**src/rtl/act_cfg_loader.sv**
```systemverilog
// -----------------------------------------------------------------------------
// act_cfg_loader
//
// Serial configuration loader for the ACT logic-cell array. It shifts a framed,
// bit-serial stream into a shadow register and commits the whole word at once
// onto cfg_word. cfg_word drives the D00/D01/D10/D11 constant pins of
// NUM_CELLS mux cells, so the cells never see a partially loaded frame.
//
// Optional feature macro: CFG_PARITY_EN
//   defined   : each frame carries a trailing even-parity bit. The bit is
//               checked in the PARITY state. A mismatch sets cfg_err and
//               discards the frame.
//   undefined : the frame is data only, and SHIFT goes straight to COMMIT.
//
// Ports
//   clk        in   rising-edge clock
//   clr        in   asynchronous active-low reset
//   cfg_start  in   one-cycle pulse that opens a new frame (aborts an open one)
//   cfg_valid  in   qualifies cfg_bit
//   cfg_bit    in   serial data bit, sent LSB first (cell 0 D00 first)
//   cfg_ready  out  loader can take a bit this cycle
//   cfg_word   out  committed constants; [4i+3:4i] = {D11,D10,D01,D00} of cell i
//   cfg_done   out  one-cycle pulse on a successful commit
//   cfg_err    out  sticky frame-error flag, cleared by the next cfg_start
//   busy       out  frame open (SHIFT or PARITY)
//   dbg_state  out  current FSM state (IDLE=0, SHIFT=1, PARITY=2, COMMIT=3)
//
// Handshake: a bit is transferred on a rising edge where cfg_valid && cfg_ready
// is true. cfg_valid may stay low for any number of cycles inside a frame.
// cfg_ready does not depend on cfg_valid. A cycle with cfg_start high never
// transfers a bit, because the start takes priority over the bit.
// -----------------------------------------------------------------------------
module act_cfg_loader #(
    parameter int NUM_CELLS = 8
) (
    input  logic                   clk,
    input  logic                   clr,
    input  logic                   cfg_start,
    input  logic                   cfg_valid,
    input  logic                   cfg_bit,
    output logic                   cfg_ready,
    output logic [4*NUM_CELLS-1:0] cfg_word,
    output logic                   cfg_done,
    output logic                   cfg_err,
    output logic                   busy,
    output logic [1:0]             dbg_state
);

    localparam int W     = 4 * NUM_CELLS;
    localparam int CNT_W = $clog2(W + 1);
    localparam logic [CNT_W-1:0] LAST = CNT_W'(W - 1);

    typedef enum logic [1:0] {
        IDLE   = 2'd0,
        SHIFT  = 2'd1,
        PARITY = 2'd2,
        COMMIT = 2'd3
    } state_t;

    state_t           state;
    logic [CNT_W-1:0] cnt;
    logic [W-1:0]     shadow;
    logic [W-1:0]     shadow_next;
    logic             xfer;
`ifdef CFG_PARITY_EN
    logic             par;      // running XOR of the data bits accepted so far
`endif

    assign xfer      = cfg_valid && cfg_ready;
    assign dbg_state = state;

    // The shadow is cleared when a frame opens, so OR-ing in the new bit at
    // position cnt is enough. It also gives the full word in the same cycle
    // as the last data bit.
    assign shadow_next = shadow | (W'(cfg_bit) << cnt);

    always_ff @(posedge clk or negedge clr) begin
        if (!clr) begin
            state     <= IDLE;
            cnt       <= '0;
            shadow    <= '0;
            cfg_word  <= '0;
            cfg_done  <= 1'b0;
            cfg_err   <= 1'b0;
            busy      <= 1'b0;
            cfg_ready <= 1'b0;
`ifdef CFG_PARITY_EN
            par       <= 1'b0;
`endif
        end else begin
            cfg_done  <= 1'b0;
            cfg_ready <= 1'b1;

            if (cfg_start && (state != COMMIT)) begin
                // Open a new frame. When this start aborts an open frame, the
                // abort error is overridden by the clear that every start
                // performs. The net result is cfg_err = 0.
                state   <= SHIFT;
                cnt     <= '0;
                shadow  <= '0;
                cfg_err <= 1'b0;
                busy    <= 1'b1;
`ifdef CFG_PARITY_EN
                par     <= 1'b0;
`endif
            end else begin
                case (state)
                    IDLE: begin
                        // cfg_valid without cfg_start is ignored.
                        busy <= 1'b0;
                    end

                    SHIFT: begin
                        if (xfer) begin
                            shadow <= shadow_next;
                            cnt    <= cnt + CNT_W'(1);
`ifdef CFG_PARITY_EN
                            par    <= par ^ cfg_bit;
`endif
                            if (cnt == LAST) begin
`ifdef CFG_PARITY_EN
                                state <= PARITY;
`else
                                state     <= COMMIT;
                                cfg_word  <= shadow_next;
                                cfg_done  <= 1'b1;
                                cfg_ready <= 1'b0;
                                busy      <= 1'b0;
`endif
                            end
                        end
                    end

`ifdef CFG_PARITY_EN
                    PARITY: begin
                        if (xfer) begin
                            busy <= 1'b0;
                            // Even parity: the data XOR and the parity bit must cancel.
                            if ((par ^ cfg_bit) == 1'b0) begin
                                state     <= COMMIT;
                                cfg_word  <= shadow;
                                cfg_done  <= 1'b1;
                                cfg_ready <= 1'b0;
                            end else begin
                                state   <= IDLE;
                                cfg_err <= 1'b1;
                            end
                        end
                    end
`endif

                    COMMIT: begin
                        state <= IDLE;
                        busy  <= 1'b0;
                    end

                    default: begin
                        state <= IDLE;
                        busy  <= 1'b0;
                    end
                endcase
            end
        end
    end

endmodule

```
**config.mk**
```make
export PLATFORM = sky130hd
export DESIGN_NAME = act_cfg_loader
export DESIGN_NICKNAME = d
export VERILOG_FILES = /design/src/rtl/act_cfg_loader.sv
export SDC_FILE = /design/constraint.sdc
export NUM_CORES = 1
export LEC_CHECK = 0
export ABC_CLOCK_PERIOD_IN_PS = 2890
export CORE_MARGIN = 8
export CORE_UTILIZATION = 40
export DETAILED_ROUTE_END_ITERATION = 16
export GPL_ROUTABILITY_DRIVEN = 0
export SLEW_MARGIN = 20
export SYNTH_ARGS = -nofsm -noshare
export SYNTH_HDL_FRONTEND = slang
export SYNTH_SLANG_ARGS = --single-unit
```
**constraint.sdc**
```tcl
create_clock -name clk -period 2.89 [get_ports clk]
set_clock_uncertainty 0.1 [all_clocks]
set_input_delay 0.289 -clock clk [delete_from_list [all_inputs] [get_ports clk]]
set_output_delay 0.289 -clock clk [all_outputs]
set_load 0.03 [all_outputs]
```
==> results of run 1 <==
[routing by layer]
layer	share of wire (%)	track usage [%]	wire [um]	up-vias
met5	0	0	0	-
met4	0.88	3.27	65	0
met3	5.8	4.97	428	6
met2	44	20.2	3240	46
met1	49	18.2	3660	1157
li1	-	-	-	1082
[cells by family (layout without fill, tap and decap cells)]
group,after synthesis,after routing,synth area share (%)
flops,75,75,56.2
other cells,1,1,0.112
xor+xnor,1,1,0.262
simple gates,38,38,9.25
compound gates,79,79,16.6
fa+ha+maj,1,1,0.374
buf+inv,56,98,7.30
mux,32,32,9.89
[flip-flops by register name, indices dropped and copies added, names as in the netlist]
| name | flops |
|---|---|
| cfg_done | 1 |
| cfg_word | 32 |
| dbg_state | 2 |
| busy | 1 |
| cnt | 6 |
| shadow | 32 |
| cfg_ready | 1 |
[area by class of cell]
type                    instances  area (um2)
multi-input cells             152        1220
well taps                     105         131
fillers                       767        4130
flip-flops and latches         75        1880
inverters                      32         120
clock buffers                  10         138
repair buffers                 51         508
clock inverters                 5        53.8
[path summary, 6_finish.rpt]
kind	startpoint	end
max in group asynchronous	clr	shadow[5]
worst max-delay path	cnt[2]	cfg_word[15]
worst min-delay path	shadow[15]	shadow[15]
min in group asynchronous	clr	cfg_word[24]
worst min register to register	shadow[15]	shadow[15]
worst max register to register	cnt[2]	cfg_word[15]
[report_power, final]
group	switching (mW)	internal [mW]	leakage (nW)	total, mW
registers	0.0575	1.08	0.871	1.13
logic	0.158	0.0889	0.876	0.246
clock network	0.384	0.415	0.102	0.799
total	0.599	1.58	1.85	2.18
[what timing repair did]
| item | in CTS | in global routing |
|---|---|---|
| hold endpoints to repair | 29 | 0 |
| setup endpoints to repair | 0 | 0 |
| hold buffers | 1 | 0 |
[critical path, stage by stage, from the launching register on]
cell and delay (ps):
dfrtp_1 620, nand3_1 330, nor4_4 380, buf_12 290, mux2_4 320
[cell usage in the layout, fill, tap and decap left out, drive strengths merged, types with 3 or more instances in the layout]
cell,n
o21a,3
nor4,6
nand3,3
dfrtp,75
nor4b,3
a31oi,3
nand2,4
a22o,30
clkdlybuf4s50,40
a21oi,34
clkinv,4
clkbuf,10
inv,32
and3,5
buf,10
mux2i,30
[stage by stage]
stage / setup WS, ps / power, mW / cells / instance area, um2
floorplan: 703 / 1.30 / 283 / 3340
detailed placement: 367 / 1.40 / 414 / 3850
global route: 588 / 2.27 / 430 / 4050
global placement: 388 / 1.40 / 414 / 3850
CTS: 703 / 2.20 / 430 / 4050
finish: 725 / 2.18 / 430 / 4050
==> impl_metrics.csv, run 1 <==
group,metric,value,unit
cells_and_area,final_nets,327,
synthesis,synth.ff_latch_count,75,
timing,timing.final.crit_share,74.9,%
place,port_buffers,41,
routing,dr_total_vias,2291,
floorplan,die_h,107,um
cts,cts_inserted_buffers,9,
synthesis,synth.top_cell.area_share,56.2,%
grt,antenna_found_initial,0,
synthesis,synthArstFlopShare,100,%
worst_setup_path,ff2ff_setup_slack,730,ps
timing,tightest_slew,738,ps
power,power_leakage,1.85,nW
cells_and_area,antenna_cells,0,
worst_hold_path,hold_class,"reg2reg",
timing,rsz0062_at_grt,"false",
synthesis,synth_cell_types,44,
grt,grt_pass1_wl,12200,um
routing,dr.pass1.iters,4,
synthesis,syn_nets,289,
power,vdd_drop_max,0.263,mV
cts,clkTransAtPathRegs,80,ps
cells_and_area,drive_above_1_share,11.1,%
grt,groute.usage.overall,13.5,%
cts,htreeDepth,3,
timing,whs,389,ps
routing,drc,0,
worst_setup_path,arrival,2300,ps
floorplan,io_pins,43,
cts,cts_tree,"done",
synthesis,synth_area_leaders,"dfrtp_1 56%, mux2i_1 9.0%, a22o_1 7.9%, a21oi_1 5.1%, inv_1 3.5%",
place,post-dp-hpwl,4660,um
synthesis,syn-cell-area,3340,um2
synthesis,synth_most_common_cell,"dfrtp_1",
cts,cts_resized,0,
power,power.density,538,nW/um2
worst_setup_path,cp.required,3030,ps
cts,clock_latency,350,ps
timing,timing.final.max_slew_violations,0,
worst_setup_path,startpoint_type,"flip-flop",
timing,report.final.hold_viol_count,0,
synthesis,syn_inst,283,
run_status,status,"finished, final reports clean",
cells_and_area,postLayoutCoreUtil,49.5,%
worst_hold_path,worstHoldPathCells,1,
cells_and_area,syn_to_final_growth,21.2,%
routing,routed_via_density,5.33,
worst_setup_path,cp_max_fo,34,
routing,drtIter0Drc,139,
synthesis,synth_edf_count,0,
cts,postCtsSetupRepairBufs,0,
routing,wl_per_cell,17.2,um
flow_run,max-cap-violations,0,
worst_setup_path,rr_worst_depth,4,
timing,finalCriticalPeriod,2160,ps
timing,timing.setup.tns,0,ps
floorplan,core-area,8180,um2
synthesis,yosys-top-cells-count,"75 x dfrtp_1, 34 x a21oi_1, 31 x inv_1",
floorplan,std_cell_rows,33,
routing,drtAntennaViolNets,0,
floorplan,start_util,40.9,%
synthesis,synth_ff_type,"dfrtp_1",
synthesis,ys_warn_count,0,
grt,grt_start_max_net_pins,47,
synthesis,synth_top_area_cell,"dfrtp_1",
grt,grt_pass1_vias,2369,
worst_setup_path,critPathKind,"reg2reg",
floorplan,fp.dieArea,11500,um2
timing,setup_viol_count_final,0,
cts,clock-sinks,75,
worst_setup_path,end_kind,"flip-flop",
cts,cts-root-buf,"clkbuf_8",
timing,timing.fmax,462,MHz
timing,slew_headroom,50.6,%
floorplan,dieWidth,107,um
synthesis,avgSynthCellArea,11.8,um2
cts,clk_path_buf_depth,2,
grt,grt-ovfl-total,0,
routing,wl,7390,um
synthesis,synth_seq_area_share,56.2,%
(Power assumes the default switching activity.)
==> inputs of run 2 (changes only) <==
- ABC_CLOCK_PERIOD_IN_PS: 2890 -> 2000
- clock period: 2.89 -> 2 ns (I/O delays scaled with it)
==> run 2 against run 1 <==
Effect of this change: global-route usage up 0.64 points; sequential share of layout area down 2.3 points; register-to-register slack worse by 580 ps; wire length up 5.5%; sequential cell count unchanged; clock power up 44%; worst setup slack worse by 580 ps; count of clock-buffer cells in the layout unchanged; final cell count up 5.8%; sequential power up 40%; final area up 5.3%.
==> impl_metrics.csv, run 2 (same netlist as run 1, synthesis figures left out) <==
group,metric,value,unit
cts,clock-sinks,75,
timing,tightest_slew,542,ps
timing,timing.final.max_slew_violations,0,
cells_and_area,antenna_cells,0,
routing,dr_total_vias,2397,
power,vdd_drop_max,0.326,mV
cells_and_area,final_nets,352,
worst_setup_path,slowest_delay,440,ps
cts,cts_resized,0,
place,port_buffers,41,
cells_and_area,fin_area,4260,um2
floorplan,core-area,8180,um2
cells_and_area,syn_to_final_growth,27.6,%
timing,report.final.hold_viol_count,0,
grt,grt_pass1_vias,2512,
grt,grt_start_max_net_pins,33,
timing,setup_viol_count_final,0,
floorplan,start_util,40.9,%
routing,drtAntennaViolNets,0,
floorplan,fp.dieArea,11500,um2
power,power_leakage,1.99,nW
grt,grt_pass1_wl,13000,um
worst_setup_path,rr_worst_depth,4,
cells_and_area,multi_input_area,1220,um2
cts,clock_latency,340,ps
run_status,status,"finished, final reports clean",
cells_and_area,drive_above_1_share,18.0,%
cts,cts-root-buf,"clkbuf_8",
grt,groute.usage.overall,14.2,%
cells_and_area,seq_area,1880,um2
floorplan,io_pins,43,
timing,slew_headroom,63.9,%
grt,antenna_found_initial,0,
routing,routed_via_density,5.27,
worst_setup_path,cp_cell_sequence,"or3b_1 > nor4_4 > buf_4 > mux2i_1",
routing,drtIter0Drc,101,
routing,dr.pass1.iters,4,
grt,grt-ovfl-total,0,
worst_setup_path,end_kind,"flip-flop",
routing,wl,7800,um
cts,htreeDepth,3,
worst_hold_path,hold_class,"in2async",
worst_setup_path,startpoint_type,"flip-flop",
timing,rsz0062_at_grt,"false",
worst_setup_path,cp_max_fo,17,
cts,cts_tree,"done",
flow_run,max-cap-violations,0,
worst_setup_path,critPathKind,"reg2reg",
cells_and_area,n_fill_cell,730,
cts,clkTransAtPathRegs,80,ps
cts,postCtsSetupRepairBufs,0,
routing,wl_per_cell,17.1,um
timing,whs,263,ps
floorplan,dieWidth,107,um
timing,timing.final.crit_share,93.0,%
cells_and_area,final_common_cell,"dfrtp_1",
cells_and_area,layout_common_cells,"73 x dfrtp_1, 40 x clkdlybuf4s50_1, 34 x a21oi_1",
timing,finalCriticalPeriod,1860,ps
floorplan,std_cell_rows,33,
routing,drc,0,
cells_and_area,reg_top3,"cfg_word (32), shadow (32), cnt (6)",
place,postPlaceCellArea,4060,um2
cts,clk_path_buf_depth,2,
worst_setup_path,arrival,2020,ps
worst_setup_path,cp.required,2160,ps
place,post-dp-hpwl,5310,um
cts,cts_inserted_buffers,9,
floorplan,die_h,107,um
timing,timing.fmax,538,MHz
power,power.density,763,nW/um2
worst_setup_path,crit_slowest_cell,"dfrtp_2",
cts,postCtsHoldBufs,1,
## run 2: cell types whose count changed in the layout (fill, tap and decap cells not counted), sizes merged
cell	before	now
buf	10	35
## run 2: power breakdown
group          switching, mW  total (mW)  leakage (nW)  internal [mW]
Combinational          0.310       0.521          1.01          0.211
Sequential            0.0219        1.58         0.869           1.55
Clock                  0.555        1.15         0.102          0.600
## run 2: final cells by class
class	instances	share of cell area, %
inverter	32	2.82
timing repair buffer	76	16.9
tap	105	3.08
sequential	75	44.1
clock inverter	5	1.26
multi-input combinational	152	28.6
clock buffer	10	3.23
## run 2: metal layers
metal / up-vias / share of wire (%) / track usage, %
met5: - / 0 / 0
met4: 0 / 1.5 / 5.35
met3: 11 / 3.9 / 3.05
met2: 40 / 47 / 22.6
met1: 1218 / 48 / 18.4
li1: 1128 / - / -
## run 2: per-stage QoR
step           utilization, %  TNS, ps  setup slack, ps  std cells  total power, mW
4_1_cts                  52.1        0              116        455             3.29
2_1_floorplan               -    -1430            -50.8        283             1.88
3_5_place_dp             49.7    -1390            -97.9        439             2.13
6_report                 52.1        0              140        455             3.25
3_3_place_gp             49.7     -993            -50.4        439             2.12
5_1_grt                  52.1        0             51.2        455             3.40
## run 2: worst paths after layout
| kind | start | end | slack, ps |
|---|---|---|---|
| setup / recovery | dbg_state[1] | cfg_word[14] | 140 |
| hold / removal | clr | cfg_word[24] | 260 |
| setup reg to reg | dbg_state[1] | cfg_word[14] | 140 |
| hold reg to reg | shadow[15] | shadow[15] | 390 |
| max in group asynchronous | clr | shadow[17] | 930 |
| min in group clk | shadow[15] | shadow[15] | 390 |
## run 2: worst max-delay path: cells and delay by family (launching register included)
kind,cells,cell delay (ps)
buffers and inverters,1,350
DFF,1,440
muxes,1,240
and+or+nand+nor,2,650
==> inputs of run 3 (changes only) <==
- GPL_TIMING_DRIVEN: not set -> 0
==> run 3 against run 2 <==
Effect of this change: first-iteration DRC count grew 44%; die area is the same; global-route usage shrank 0.13 points; highest routed layer unchanged; sequential cell count is the same; critical endpoint is now cfg_word[10]; critical path type unchanged; combinational power shrank 12%.
==> impl_metrics.csv, run 3 (same netlist as run 1, synthesis figures left out) <==
group,metric,value,unit
run_status,status,"finished, final reports clean",
worst_setup_path,arrival,2080,ps
floorplan,std_cell_rows,33,
routing,drc,0,
floorplan,start_util,40.9,%
grt,antenna_found_initial,0,
cells_and_area,postLayoutCoreUtil,52.5,%
cells_and_area,n_fill_cell,746,
cells_and_area,multi_input_area,1270,um2
floorplan,dieWidth,107,um
grt,grt-ovfl-total,0,
place,post-dp-hpwl,5020,um
cts,clock_latency,340,ps
routing,drtAntennaViolNets,0,
floorplan,fp.dieArea,11500,um2
power,pwr-share-clk,39.2,%
routing,wl,7740,um
timing,setup_viol_count_final,0,
timing,tightest_slew,710,ps
place,dp_slack,-566,ps
timing,finalCriticalPeriod,1910,ps
timing,timing.fmax,523,MHz
power,power_switching,0.891,mW
floorplan,core-area,8180,um2
routing,dr_total_vias,2330,
cells_and_area,final_common_cell,"dfrtp_1",
timing,rsz0062_at_grt,"false",
routing,drtIter0Drc,145,
timing,timing.final.crit_share,95.6,%
power,power.density,786,nW/um2
timing,timing.setup.tns,0,ps
power,vdd_drop_max,0.585,mV
cts,cts_tree,"done",
cells_and_area,layout_common_cells,"72 x dfrtp_1, 39 x clkdlybuf4s50_1, 34 x a21oi_1",
flow_run,max-cap-violations,0,
timing,slew_headroom,52.3,%
floorplan,io_pins,43,
timing,timing.final.max_slew_violations,0,
grt,groute.usage.overall,14.0,%
worst_hold_path,hold_class,"in2reg",
power,p_seq_share,47.2,%
power,power_leakage,1.94,nW
routing,wl_per_cell,17.2,um
power,internal_power,2.48,mW
cts,clock-sinks,75,
timing,whs,188,ps
worst_setup_path,cp.required,2160,ps
routing,routed_via_density,5.19,
power,combPwrFrac,13.7,%
cells_and_area,seq_area,1880,um2
cells_and_area,final_nets,345,
timing,report.final.hold_viol_count,0,
cts,clk_path_buf_depth,2,
worst_setup_path,cp_max_fo,10,
worst_setup_path,critPathKind,"reg2reg",
place,port_buffers,41,
cts,cts-root-buf,"clkbuf_8",
grt,grt_pass1_vias,2429,
cells_and_area,syn_to_final_growth,28.5,%
grt,grt_start_max_net_pins,51,
timing,setup_ws,87.1,ps
worst_setup_path,end_kind,"flip-flop",
power,swShare,26.4,%
cells_and_area,reg_top3,"cfg_word (32), shadow (32), cnt (6)",
cells_and_area,drive_above_1_share,15.4,%
grt,grt_pass1_wl,12800,um
routing,dr.pass1.iters,4,
cts,clkTransAtPathRegs,80,ps
cts,cts_inserted_buffers,9,
cts,htreeDepth,3,
floorplan,die_h,107,um
worst_setup_path,startpoint_type,"flip-flop",
cells_and_area,antenna_cells,0,
## run 3: cell types whose count changed in the layout (fill, tap and decap cells not counted), sizes merged
| cell | change |
|---|---|
| buf | -20 |
| bufinv | +1 |
| clkbuf | +15 |
| clkdlybuf4s50 | -1 |
| clkinv | -3 |
| clkinvlp | +1 |
| dlymetal6s2s | +1 |
## run 3: critical path, cell delays in order (launching register included)
cell and delay (ps):
dfrtp_2 440, or3b_4 450, nor4_4 320, buf_6 170, buf_12 140, mux2i_1 200
## run 3: path summary, 6_finish.rpt
kind                              start  slack, ps      endpoint  depth (start not counted)
max                        dbg_state[1]         90  cfg_word[10]                          5
min                           cfg_start        190  dbg_state[0]                          3
max reg2reg                dbg_state[1]         90  cfg_word[10]                          5
min reg2reg                  shadow[15]        390    shadow[15]                          1
max in group asynchronous           clr       1010  dbg_state[0]                          3
min in group asynchronous           clr        220  cfg_word[16]                          2
## run 3: routing by layer
metal / up-vias / GRT usage, % / routed length, um
li1: 1116 / - / -
met1: 1167 / 19.5 / 3740
met2: 39 / 20.7 / 3570
met3: 8 / 4.13 / 355
met4: 0 / 3.87 / 71
met5: - / 0 / 0
## run 3: area by class of cell
class                   instances  area share (%)
flip-flops and latches         75            43.8
multi-input cells             152            29.7
repair buffers                 51            12.4
clock buffers                  12            3.61
well taps                     105            3.06
plain buffers                  18            2.94
inverters                      32            2.80
clock inverters                 4            1.69
## run 3: metrics by stage
stage | instance area (um2) | std cells | power [mW]
floorplan | 3340 | 283 | 1.88
CTS | 4190 | 448 | 3.38
global placement | 3880 | 429 | 2.02
global route | 4290 | 449 | 3.52
detailed placement | 3920 | 430 | 2.04
finish | 4290 | 449 | 3.38
## run 3: power by group through the flow
stage | Sequential, mW | Combinational [mW] | Clock, mW
6_report | 1.59 | 0.461 | 1.32
5_1_grt | 1.60 | 0.506 | 1.41
4_1_cts | 1.59 | 0.439 | 1.35
3_5_place_dp | 1.62 | 0.419 | 0
3_3_place_gp | 1.62 | 0.404 | 0
2_1_floorplan | 1.61 | 0.268 | 0
## run 3: timing repair
action / 4_1_cts / 5_1_grt
setup buffers: 4 / 3
hold buffers: 1 / 0
resized for setup: 6 / 21
setup endpoints to repair: 58 / 58
hold endpoints to repair: 25 / 0
pin swaps: 2 / 1
gates cloned: 0 / 1
